--- config.mk ---
export PLATFORM = sky130hd
export DESIGN_NAME = vga_sprite_engine
export DESIGN_NICKNAME = d
export VERILOG_FILES = /design/src/rtl/vga_pkg.sv /design/src/rtl/sprite_axis.sv /design/src/rtl/vga_sprite_engine.sv
export SDC_FILE = /design/constraint.sdc
export NUM_CORES = 1
export LEC_CHECK = 0
export ABC_AREA = 1
export BUFFER_PORTS_ARGS = -buffer_cell sky130_fd_sc_hd__buf_2
export CAP_MARGIN = 40
export CORE_MARGIN = 1
export CORE_UTILIZATION = 59
export CTS_CLUSTER_SIZE = 10
export DETAILED_ROUTE_END_ITERATION = 6
export GPL_ROUTABILITY_DRIVEN = 0
export GPL_TIMING_DRIVEN = 0
export PLACE_DENSITY = 0.81
export SYNTH_ARGS = -nofsm -noshare
export SYNTH_HDL_FRONTEND = slang
export SYNTH_HIERARCHICAL = 1
export SYNTH_SLANG_ARGS = --single-unit
export TNS_END_PERCENT = 5
--- constraint.sdc ---
create_clock -name px_clk -period 2.3 [get_ports px_clk]
set_input_delay 0.115 -clock px_clk [delete_from_list [all_inputs] [get_ports px_clk]]
set_output_delay 0.115 -clock px_clk [all_outputs]
set_load 0.05 [all_outputs]
--- src/rtl/vga_pkg.sv ---
// ---------------------------------------------------------------------------
// vga_pkg
// Definitions shared by the VGA timing controller and the pixel sources.
//   VGA_H_ACTIVE / VGA_V_ACTIVE : visible pixels per line / lines per frame
//   coord_t  : 11-bit pixel coordinate, as produced by the timing controller
//   calc_t   : 12-bit working width for coordinate arithmetic (x+SIZE and
//              x+STEP must not wrap)
//   rgb_t    : 12-bit RGB444 colour
//   motion_t : sprite motion mode, HOLD (frozen) or RUN (bouncing)
// ---------------------------------------------------------------------------
package vga_pkg;

    localparam int VGA_H_ACTIVE = 640;
    localparam int VGA_V_ACTIVE = 480;

    localparam int COORD_W = 11;
    localparam int CALC_W  = 12;

    typedef logic [COORD_W-1:0] coord_t;
    typedef logic [CALC_W-1:0]  calc_t;
    typedef logic [11:0]        rgb_t;

    typedef enum logic {
        ST_HOLD = 1'b0,
        ST_RUN  = 1'b1
    } motion_t;

endpackage

--- src/rtl/sprite_axis.sv ---
// ---------------------------------------------------------------------------
// sprite_axis
// One axis of the sprite position: a position register plus a direction
// flag.  A load stores the requested position clamped to [0, LIMIT] and
// leaves the direction alone.  A move advances by STEP in the current
// direction and bounces off 0 and LIMIT, landing exactly on the wall.
// The two axes are identical apart from LIMIT and the reset position.
//
// Ports
//   px_clk     in   pixel clock
//   rst        in   asynchronous active-high reset
//   i_load     in   load clamped i_load_pos this cycle (takes priority)
//   i_load_pos in   requested position
//   i_move     in   take one bounce step this cycle
//   o_pos      out  current position, always within [0, LIMIT]
// ---------------------------------------------------------------------------
module sprite_axis
    import vga_pkg::*;
#(
    parameter int LIMIT = 608,
    parameter int STEP  = 2,
    parameter int INIT  = 0
)(
    input  logic   px_clk,
    input  logic   rst,
    input  logic   i_load,
    input  coord_t i_load_pos,
    input  logic   i_move,
    output coord_t o_pos
);

    localparam calc_t  LIMIT_C = calc_t'(LIMIT);
    localparam calc_t  STEP_C  = calc_t'(STEP);
    localparam coord_t LIMIT_P = coord_t'(LIMIT);
    localparam coord_t INIT_P  = coord_t'(INIT);

    coord_t r_pos;
    logic   r_dir_neg;      // 0 = moving towards LIMIT, 1 = towards 0

    calc_t  w_pos_ext;
    calc_t  w_req_ext;
    calc_t  w_clamp;
    calc_t  w_fwd;
    calc_t  w_back;

    // Everything is evaluated one bit wider than a coordinate so that an
    // out-of-range request or a step past the wall cannot wrap around.
    assign w_pos_ext = {1'b0, r_pos};
    assign w_req_ext = {1'b0, i_load_pos};
    assign w_clamp   = (w_req_ext > LIMIT_C) ? LIMIT_C : w_req_ext;
    assign w_fwd     = w_pos_ext + STEP_C;
    assign w_back    = w_pos_ext - STEP_C;

    always_ff @(posedge px_clk or posedge rst) begin
        if (rst) begin
            r_pos     <= INIT_P;
            r_dir_neg <= 1'b0;
        end else if (i_load) begin
            r_pos <= coord_t'(w_clamp);
        end else if (i_move) begin
            if (!r_dir_neg) begin
                if (w_fwd >= LIMIT_C) begin
                    r_pos     <= LIMIT_P;
                    r_dir_neg <= 1'b1;
                end else begin
                    r_pos <= coord_t'(w_fwd);
                end
            end else begin
                if (w_pos_ext <= STEP_C) begin
                    r_pos     <= '0;
                    r_dir_neg <= 1'b0;
                end else begin
                    r_pos <= coord_t'(w_back);
                end
            end
        end
    end

    assign o_pos = r_pos;

endmodule

--- src/rtl/vga_sprite_engine.sv ---
// ---------------------------------------------------------------------------
// vga_sprite_engine
// Pixel source sitting just upstream of the VGA timing controller.  For the
// controller's current active-area coordinate it returns, in the same
// cycle, the colour of a solid SIZE x SIZE sprite drawn over a flat
// background.  Sprite position, colour and motion mode only change on the
// frame tick (first cycle of vertical blanking), so a frame is never drawn
// with a half-updated sprite.  A host queues a new configuration through a
// one-deep valid/ready shadow register; it is applied on the next tick.
//
// Ports
//   px_clk      in   pixel clock
//   rst         in   asynchronous active-high reset
//   px_h, px_v  in   current active column / line (0 outside active area)
//   cfg_valid   in   host offers a configuration
//   cfg_ready   out  shadow register free; high means a config is accepted
//   cfg_x/y     in   requested sprite position (clamped on apply)
//   cfg_color   in   requested sprite colour
//   cfg_run     in   1 = bounce, 0 = frozen
//   px_data     out  RGB444 for (px_h, px_v), combinational
//   frame_tick  out  one-cycle pulse the cycle after the per-frame update
// ---------------------------------------------------------------------------
module vga_sprite_engine
    import vga_pkg::*;
#(
    parameter int   H_ACTIVE = VGA_H_ACTIVE,
    parameter int   V_ACTIVE = VGA_V_ACTIVE,
    parameter int   SIZE     = 32,
    parameter int   STEP     = 2,
    parameter rgb_t BG_COLOR = 12'h008,
    parameter rgb_t FG_COLOR = 12'hFFF,
    parameter int   X0       = 0,
    parameter int   Y0       = 0
)(
    input  logic   px_clk,
    input  logic   rst,
    input  coord_t px_h,
    input  coord_t px_v,
    input  logic   cfg_valid,
    output logic   cfg_ready,
    input  coord_t cfg_x,
    input  coord_t cfg_y,
    input  rgb_t   cfg_color,
    input  logic   cfg_run,
    output rgb_t   px_data,
    output logic   frame_tick
);

    localparam coord_t LAST_LINE = coord_t'(V_ACTIVE - 1);
    localparam calc_t  SIZE_C    = calc_t'(SIZE);

    // Per-axis tables: index 0 is x, index 1 is y.
    localparam int AXIS_LIMIT [2] = '{H_ACTIVE - SIZE, V_ACTIVE - SIZE};
    localparam int AXIS_INIT  [2] = '{X0, Y0};

    coord_t  r_pv_q;
    logic    r_pending;
    coord_t  r_sh_pos [2];
    rgb_t    r_sh_color;
    logic    r_sh_run;
    motion_t r_state;
    rgb_t    r_color;
    logic    r_frame_tick;

    logic    w_tick;
    logic    w_xfer;
    logic    w_load;
    logic    w_move;
    coord_t  w_pos  [2];
    coord_t  w_req  [2];
    coord_t  w_px   [2];
    logic    w_hit  [2];

    // The only way px_v goes from the last active line to 0 is entering
    // vertical blanking, so this fires exactly once per frame.
    assign w_tick    = (r_pv_q == LAST_LINE) && (px_v == '0);
    assign cfg_ready = !r_pending;
    assign w_xfer    = cfg_valid && !r_pending;

    // A queued config pre-empts motion for that frame.
    assign w_load = w_tick && r_pending;
    assign w_move = w_tick && !r_pending && (r_state == ST_RUN);

    assign w_req[0] = r_sh_pos[0];
    assign w_req[1] = r_sh_pos[1];
    assign w_px[0]  = px_h;
    assign w_px[1]  = px_v;

    always_ff @(posedge px_clk or posedge rst) begin
        if (rst) begin
            r_pv_q       <= '0;
            r_pending    <= 1'b0;
            r_sh_pos[0]  <= '0;
            r_sh_pos[1]  <= '0;
            r_sh_color   <= '0;
            r_sh_run     <= 1'b0;
            r_state      <= ST_HOLD;
            r_color      <= FG_COLOR;
            r_frame_tick <= 1'b0;
        end else begin
            r_pv_q       <= px_v;
            r_frame_tick <= w_tick;
            if (w_load) begin
                r_pending <= 1'b0;
                r_color   <= r_sh_color;
                r_state   <= r_sh_run ? ST_RUN : ST_HOLD;
            end else if (w_xfer) begin
                // A transfer on a tick cycle lands here with pending still
                // low, so it is held until the following tick.
                r_pending   <= 1'b1;
                r_sh_pos[0] <= cfg_x;
                r_sh_pos[1] <= cfg_y;
                r_sh_color  <= cfg_color;
                r_sh_run    <= cfg_run;
            end
        end
    end

    genvar gi;
    generate
        for (gi = 0; gi < 2; gi = gi + 1) begin : g_axis
            calc_t w_lo;
            calc_t w_cur;

            sprite_axis #(
                .LIMIT (AXIS_LIMIT[gi]),
                .STEP  (STEP),
                .INIT  (AXIS_INIT[gi])
            ) u_axis (
                .px_clk     (px_clk),
                .rst        (rst),
                .i_load     (w_load),
                .i_load_pos (w_req[gi]),
                .i_move     (w_move),
                .o_pos      (w_pos[gi])
            );

            // Widened so that pos+SIZE near the right/bottom edge is exact.
            assign w_lo     = {1'b0, w_pos[gi]};
            assign w_cur    = {1'b0, w_px[gi]};
            assign w_hit[gi] = (w_cur >= w_lo) && (w_cur < (w_lo + SIZE_C));
        end
    endgenerate

    // Zero latency: the controller samples this in the same cycle.
    assign px_data    = (w_hit[0] && w_hit[1]) ? r_color : BG_COLOR;
    assign frame_tick = r_frame_tick;

endmodule

## Word level (Yosys, flattened, before mapping)

Cells that the tools add are included.

| cells by class | value |
|---|---|
| mux-type cells | 22 |
| $add $sub $neg | 6 |
| $lt $le $gt $ge | 10 |
| reduce and logical (&&, ||, !) cells | 14 |
| equality and inequality tests | 1 |
| bitwise operators | 1 |

Operators with widths:

| cell | count |
|---|---|
| 11-bit 2-to-1 mux | 12 |
| 11-bit by 2-bit adder with 12-bit output, second input constant | 2 |
| 11-bit by 6-bit adder with 12-bit output, second input constant | 2 |
| 11-bit by 12-bit < comparator with 1-bit output | 2 |
| 11-bit >= comparator | 2 |
| 11-bit by 2-bit less-or-equal comparator with 1-bit output, second input constant | 2 |
| 11-bit by 2-bit subtractor with 11-bit output, second input constant | 2 |
| 12-bit by 10-bit >= comparator with 1-bit output, second input constant | 1 |
| 12-bit by 9-bit >= comparator with 1-bit output, second input constant | 1 |
| 12-bit 2-to-1 mux | 1 |
| 11-bit by 9-bit == test with 1-bit output, second input constant | 1 |
| 11-bit by 10-bit greater-than comparator with 1-bit output, second input constant | 1 |
| 11-bit by 9-bit greater-than comparator with 1-bit output, second input constant | 1 |
| 11-bit logical NOT | 1 |
| 1-bit 2-to-1 mux | 9 |
| 1-bit logical AND | 8 |
| 2-bit AND reduction | 2 |
| 2-bit nonzero test | 2 |
| 1-bit logical NOT | 1 |
| 1-bit NOT | 1 |

| word-level totals | value |
|---|---|
| bits of input ports | 60 |
| word-level logic and storage cells | 67 |
| register bits | 85 |
| output and inout bits | 14 |

## Longest topological paths before layout

Gate-level depths: netlist of run 1.

| depth | value |
|---|---|
| depth after elaboration | 6 |
| gate-level depth with buffers | 14 |
| depth with buffers taken out | 13 |

## Modules after synthesis

The synthesis of run 1 kept the hierarchy.

By module, submodules not included:

| module | cells an instance | sequential area each (um^2) | times used | area an instance (um^2) |
|---|---|---|---|---|
| vga_sprite_engine | 374 | 1541.5 | 1 | 3569.7 |
| sprite_axis (g_axis[0].u_axis) | 184 | 300.3 | 1 | 1283.7 |
| sprite_axis (g_axis[1].u_axis) | 213 | 300.3 | 1 | 1268.7 |

## Worst setup path after synthesis of run 1

OpenSTA, ideal clock, no wires.

| timing | value |
|---|---|
| path type | reg2out |
| start point | reg g_axis[0].u_axis.r_pos[5] |
| end point | out px_data[11] |
| buffers on the path | 0 |
| required time | 2185 ps |
| arrival time | 2823 ps |
| cell stages (with the launch flop) | 12 |
| slack | -638 ps |
| path through | dfrtp_1 ha_1 nand2_2 nor2_4 xor2_1 ha_1 a21o_1 nand3_2 nand3_2 nor2_2 nand3_2 nor3_1 |

| between the ends | value |
|---|---|
| longest elaborated chain between the ends | 5 |
| elaborated cells on any way between the ends | 6 |
| those cells by class | add/sub: 1; order compare: 2; mux: 1; reduce/logical: 2 |

RTL lines:

| item | line | RTL |
|---|---|---|
| from (decl) | sprite_axis.sv:37 | `coord_t r_pos;` |
| from (signal assigned) | sprite_axis.sv:59 | `r_pos <= coord_t'(w_clamp);` |
| from (signal assigned) | sprite_axis.sv:66 | `r_pos <= coord_t'(w_fwd);` |
| from (signal assigned) | sprite_axis.sv:73 | `r_pos <= coord_t'(w_back);` |
| 11-bit by 6-bit adder with 12-bit output | vga_sprite_engine.sv:141 | `assign w_hit[gi] = (w_cur >= w_lo) && (w_cur < (w_lo + SIZE_C));` |
| 11-bit by 12-bit < comparator with 1-bit output | vga_sprite_engine.sv:141 |  |
| 1-bit logical AND * | vga_sprite_engine.sv:141 |  |
| 1-bit logical AND * | vga_sprite_engine.sv:146 | `assign px_data = (w_hit[0] && w_hit[1]) ? r_color : BG_COLOR;` |
| 12-bit 2-to-1 mux * | vga_sprite_engine.sv:146 |  |
| to (decl) | vga_sprite_engine.sv:45 | `output rgb_t px_data,` |

Every way passes the cells marked *; elsewhere a longest branch is shown, timed or not.

## Worst setup path in the final report of run 1

| timing | value |
|---|---|
| start point | reg g_axis[1].u_axis.r_pos[6] |
| end point | out px_data[0] |

| between the ends | value |
|---|---|
| longest elaborated chain between the ends | 5 |
| elaborated cells on any way between the ends | 6 |
| those cells by class | add/sub: 1; order compare: 2; mux: 1; reduce/logical: 2 |

RTL lines:

| item | line |
|---|---|
| from (decl) | sprite_axis.sv:37 |
| from (signal assigned) | sprite_axis.sv:59 |
| from (signal assigned) | sprite_axis.sv:66 |
| from (signal assigned) | sprite_axis.sv:73 |
| 11-bit by 6-bit adder with 12-bit output | vga_sprite_engine.sv:141 |
| 11-bit by 12-bit < comparator with 1-bit output | vga_sprite_engine.sv:141 |
| 1-bit logical AND * | vga_sprite_engine.sv:141 |
| 1-bit logical AND * | vga_sprite_engine.sv:146 |
| 12-bit 2-to-1 mux * | vga_sprite_engine.sv:146 |

Marks and branches as above.

==> results.md, run 1 <==
- Post-Syn Area per Cell: 7.94 µm²
- Chip width: 104 µm
- Period utilization: 120%
- DRT iter0 DRCs: between 400 and 500
- P_int: 2380 µW
- Routed wire length: about 16 mm
- Row cnt: 36
- Yosys warns: 6
- Hold Crit Class: primary input to flip-flop
- Fill cell count: 671
- Comb power frac: 12.6%
- H-tree depth: 3
- Slew margin rel.: 52.6%
- Failing checks: negative setup slack
- DP Area: 6770 µm²
- VDD IR max: 0.537 mV
- Static Leak: slightly below 0.004 µW
- Clk_lat worst skew: 0.36 ns
- Worst hold slack: around 0.02 ns
- Root buf cell: clkbuf_8
- Cell Pwr Density: 419 nW/µm²
- # port buffers: 73
- Final setup fails: 12
- Clock Skews: ~0.014 ns
- Synthesized flop and latch total: 85
- Layout cells sized above 1: 28.5%
- Total CTS buffers: 9
- Setup ws final: -0.468 ns
- IO Pins: 74
- Residual DRC: 0
- Max Cap Viol: 0
- WL/cell: approximately 15 µm
- Die Height: 104 µm
- Crit path capture type: output pin
- Initial antenna violation count: 0
- First-pass GRT wire length: ~27 mm
- Final instance area: between 7000 and 8000 µm²
- Vias: 5,784
- DRT antenna net count: 0
- Number of enable flip-flop cells after synthesis: 0
- Syn Nets: around 870
- Reg power frac: 49.6%
- Die area: 10,800 µm²
- Synth async-reset ratio: 100%
- Vias in the first global route: 5,918
- Largest area contributor in the netlist: dfrtp_1
- Remaining global-route overflow: 0
- Clock share of power: around 38%
- Slew Viols, Final: 0
- Synth area leaders: dfrtp_1, nand2_1, ha_1, mux2_2, inv_1
- Ant. Diodes: 0
- Total net switching power: 845 µW
- Nets: a little over 1,000
- Drt pass-1 iters: 5
- Fin crit period: 2.77 ns
- Clk slew on worst S/H paths: 0.09 ns
- HPWL Detailed: 11.0 mm
- Most common cell in the netlist: nand2_1
- Core box area: between 9000 and 10,000 µm²
- Sequential area share after synthesis: 35.0%
- CP Launch Type: flip-flop
- Overall Power: 3230 µW
- FMAX: 361 MHz
- Worst EP required: 2.18 ns
- Status: finished with violations
- WP data arrival: 2.65 ns
- Synth cell count leaders: nand2_1, inv_1, dfrtp_1, nor2_1, nand3_1
- Cells after Synth: about 770
- Worst Max-Slew Pin Slew: 0.709 ns
- Crit path max fanout: 10
- Fin. Hold Viols: 0
- Initial core utilization: 61.8%
- Area Growth Syn to Fin: 25.8%
- WS Path Type: flip-flop to output pin
- Bufs on Longest Clock Path: 2
- Syn Std Cell Area: approximately 6100 µm²
- Vias/cell: 5.51
- Switching share of power: 26.2%
- Dominant synthesized flop cell: dfrtp_1
- Synth cell types: 47
- CTS tree: done
- GRT Resource Usage Total: 30.6%
- Clk sinks: 85
- Share of the synthesized area in the top cell type: 29.8%
- RSZ-0062 raised after global routing: true
- Worst slack at placement: -0.398 ns
- Largest net degree at the start of global routing: 34
==> routing by layer <==
layer,track usage (%),routed length [µm],vias up
met3,5.20,1040,53
met1,36.9,6420,2702
met4,12.0,469,0
li1,-,-,2776
met2,54.5,8340,253
met5,0,0,-
==> cell families (layout without fill, tap and decap cells) <==
logic type | Yosys count | after routing | share of synthesized area [%]
AOI/OAI and AO/OA | 74 | 74 | 7.13
xor gates and xnor gates | 21 | 21 | 3.00
adders and majority gates | 42 | 42 | 8.58
buffers and inverters | 126 | 272 | 8.75
DFF | 85 | 85 | 35.0
muxes | 35 | 35 | 6.44
and+or+nand+nor | 388 | 388 | 31.1
==> worst paths after layout <==
path                                                   end                      start  cells past startpoint  slack [ns]
worst max register to register  g_axis[1].u_axis/o_pos[10]                 r_pv_q[10]                     12        0.02
max in group asynchronous                       r_color[3]                        rst                      4        1.18
min in group asynchronous        g_axis[0].u_axis/o_pos[0]                        rst                      3        0.35
worst max-delay path                            px_data[0]  g_axis[1].u_axis/o_pos[6]                     11       -0.47
worst min-delay path                             r_pending                  cfg_valid                      3        0.02
worst min register to register                     r_state                   r_sh_run                      2        0.50
==> power groups by stage <==
stage | combinational [µW] | clock (µW) | sequential, µW
after floorplan | 211 | 0 | 1610
after global placement | 304 | 0 | 1620
after detailed placement | 324 | 0 | 1630
after CTS | 391 | 1230 | 1600
after global routing | 449 | 1290 | 1610
final | 407 | 1220 | 1600
==> flip-flops by register name (all words and copies together), names as in the netlist, 2 cells and up <==
name	cells
g_axis.u_axis/o_pos	22
g_axis.u_axis/r_dir_neg	2
r_color	12
r_sh_pos	22
r_pv_q	11
r_sh_color	12
==> critical path: stages (launching register included) <==
cell and delay (ns):
dfrtp_1 0.43, ha_2 0.24, nand3_2 0.12, xor2_1 0.17, ha_1 0.30, a21oi_1 0.14, nor2_1 0.10, nor2_4 0.13
nand3_4 0.12, buf_12 0.19, nor3_4 0.18, buf_6 0.18
==> layout make-up <==
| type | count | area [µm²] | share of cell area, % |
|---|---|---|---|
| Buffer | 15 | 140 | 1.82 |
| Clock buffer | 9 | 124 | 1.61 |
| Clock inverter | 7 | 103 | 1.33 |
| Inverter | 111 | 418 | 5.43 |
| Multi-Input combinational cell | 560 | 3600 | 46.8 |
| Sequential cell | 85 | 2150 | 28.0 |
| Tap cell | 133 | 166 | 2.16 |
| Timing Repair Buffer | 130 | 993 | 12.9 |
==> timing repair <==
action,4_1_cts,5_1_grt
hold endpoints to repair,96,1
resized for setup,35,26
pin swaps,0,3
gates cloned,0,0
endpoints found under the setup margin,32,30
setup buffers,8,3
hold buffers,44,1
==> metrics by stage <==
stage                     util, %  TNS (ns)  instances
after global placement       68.1     -5.00        977
after global routing         77.7     -6.92       1050
after floorplan                 -     -1.02        771
after detailed placement     68.3     -6.33        978
final                        77.7     -4.90       1050
after CTS                    76.7     -5.35       1046
==> cells in the final DEF, fill, tap and decap left out, drive strengths merged <==
master and n:
mux2 35, bufinv 2, nor3 20, clkinv 3, dfstp 12, or3 1, xor2 18, and3 1
nor3b 2, o211ai 3, nand3b 5, a21o 3, nor4 2, buf 98, inv 113, ha 42
clkbuf 11, a31oi 4, a21boi 1, o22ai 3, o21bai 5, dlygate4sd3 45, xnor2 3, nand2 198
nand3 65, dfrtp 73, or2 1, a32oi 1, o21ai 29, nor2 82, o21a 1, a22oi 1
nand4 11, a21oi 23
Note: power is estimated with default switching activity, not from simulation.
==> inputs of run 2 (changes only) <==
- CORE_UTILIZATION: 59 -> 64
- PLACE_DENSITY: 0.81 -> 0.87
- clock period: 2.3 -> 3.2 ns (I/O delays scaled with it)
==> run 2 against run 1 <==
Effect of this change: the flow now finishes without violations; register-to-register slack better by 0.58 ns; final area down 9.1%; global-route usage down 0.65 points; die area down 7.7%; sequential share of layout area up 2.6 points; clock power down 39%; critical path depth unchanged; critical path type unchanged; largest power group unchanged; highest routed layer unchanged.
==> results.md, run 2 (synthesis results as in run 1) <==
- Max Cap Viol: 0
- Layout cells sized above 1: 25.8%
- Most common cell after layout, fill and taps aside: nand2_1
- Initial antenna violation count: 0
- Clk slew on worst S/H paths: 0.10 ns
- Total CTS buffers: 9
- Crit path capture type: output pin
- WS Path Type: flip-flop to output pin
- Largest net degree at the start of global routing: 32
- WP data arrival: just under 3 ns
- Initial core utilization: 66.3%
- Clk_lat worst skew: 0.36 ns
- DRT antenna net count: 0
- RSZ-0062 raised after global routing: true
- Vias/cell: 5.52
- Die area: 9960 µm²
- Bufs on Longest Clock Path: 2
- Remaining global-route overflow: 0
- Crit path top cell by count: nand2_1
- Worst Max-Slew Pin Slew: 0.690 ns
- Slew Viols, Final: 0
- Placed Cells: about 1,000
- H-tree depth: 3
- Most frequent cells in the layout: nand2_1, inv_1, buf_2, dfrtp_1, nor2_1
- Critical path, cell by cell: nand3_1 > nor3_1 > xor2_1 > ha_1 > nand2_1 > nor2_1 > nand2_1 > nand2_1 > buf_4 > nor3_2 > clkbuf_4
- CTS tree: done
- GRT Resource Usage Total: 30.0%
- Worst EP required: 3.04 ns
- Fin. Hold Viols: 0
- Residual DRC: 0
- WL/cell: 14.2 µm
- Nets: 970
- VDD IR max: 0.266 mV
- Die Height: 99.8 µm
- Fin crit period: slightly above 3 ns
- CP Launch Type: flip-flop
- Status: finished clean
- Fin cells: between 1,000 and 1,500
- Worst path max stage delay: around 0.6 ns
- Clk sinks: 85
- First-pass GRT wire length: 23.8 mm
- Fill cell count: 682
- Chip width: ~100 µm
- # port buffers: 73
- Routed wire length: roughly 14 mm
- Slew margin rel.: between 50% and 60%
- Period utilization: 97.2%
- DRT iter0 DRCs: about 360
- Final setup fails: 0
- Post-CTS Setup Inserts: 0
- Final instance area: 7000 µm²
- FMAX: 322 MHz
- Ant. Diodes: 0
- Drt pass-1 iters: 5
- Vias: 5,527
- Clock Skews: 0.0169 ns
- Overall Power: between 2000 and 2500 µW
- Static Leak: 0.00377 µW
- Slowest stage cell, crit path: dfrtp_1
- Row cnt: 35
- Multi-input logic area: about 3400 µm²
- Root buf cell: clkbuf_8
- Reg area: 2140 µm²
- Core box area: ~9200 µm²
- Worst hold slack: 0.0237 ns
- Hold Crit Class: primary input to flip-flop
- Crit path max fanout: 10
- Area Growth Syn to Fin: 14.3%
- DP Area: 6670 µm²
- HPWL Detailed: 11.0 mm
- Vias in the first global route: 5,461
- IO Pins: between 70 and 80
- Cell Pwr Density: 304 nW/µm²
[run 2: cell types whose count changed in the layout (fill, tap and decap cells not counted), moves of 4 or more]
cell,change
dfrtp_1,+9
clkbuf_4,+5
buf_2,+6
nor2_1,+4
nor3_1,+5
dlygate4sd3_1,-33
buf_4,-9
dfrtp_2,-9
buf_6,-11
nor3_2,+6
nor3_4,-11
nor2_4,-4
[run 2: routing by layer]
layer | part of all wire (%) | track usage (%) | up-vias | wire length [µm]
met5 | 0 | 0 | - | 0
met2 | 48 | 50.8 | 233 | 6810
met1 | 43 | 38.0 | 2561 | 6110
li1 | - | - | 2696 | -
met3 | 6.8 | 4.87 | 37 | 968
met4 | 2.6 | 13.3 | 0 | 372
[run 2: per-stage QoR]
step           setup TNS [ns]  utilization (%)  setup slack [ns]
2_1_floorplan               0                -             0.217
3_3_place_gp                0             72.0             0.489
3_5_place_dp                0             72.2             0.433
4_1_cts                     0             75.6            0.0314
5_1_grt              -0.00948             75.8          -0.00948
6_report                    0             75.8            0.0910
[run 2: worst paths after layout]
kind                            slack (ns)  cells after the start                       from                    endpoint
worst max-delay path                  0.09                     11  g_axis[0].u_axis/o_pos[7]                  px_data[7]
worst max register to register        0.60                     12                 r_pv_q[10]  g_axis[1].u_axis/o_pos[10]
min in group asynchronous             0.41                      3                        rst   g_axis[0].u_axis/o_pos[4]
max in group asynchronous             2.03                      4                        rst                  r_color[5]
worst min register to register        0.50                      2              r_sh_color[1]                  r_color[1]
worst min-delay path                  0.02                      2               cfg_color[4]               r_sh_color[4]
[run 2: area by class of cell]
cell class	instances	area share (%)
Clock inverter	7	0.983
Buffer	15	1.68
Inverter	111	5.97
Tap cell	129	2.31
Multi-Input combinational cell	560	49.2
Timing Repair Buffer	86	7.47
Clock buffer	9	1.77
Sequential cell	85	30.6
[run 2: critical path, delay by kind of cell, from the launching register on]
| family | cells | cell delay [ns] |
|---|---|---|
| XOR/XNOR | 1 | 0.23 |
| adder cells (fa/ha/maj) | 1 | 0.29 |
| buffers and inverters | 2 | 0.50 |
| flip-flops | 1 | 0.59 |
| AND/OR/NAND/NOR | 7 | 0.98 |
[run 2: power by group]
part | internal, µW | switching (µW) | total (µW)
logic | 108 | 126 | 235
clock network | 308 | 438 | 747
registers | 1120 | 28.8 | 1150
total | 1540 | 593 | 2130
[run 2: repair_timing]
item | 4_1_cts | 5_1_grt
resized for setup | 0 | 9
hold buffers | 12 | 0
endpoints found under the hold margin | 60 | 0
endpoints found under the setup margin | 0 | 10
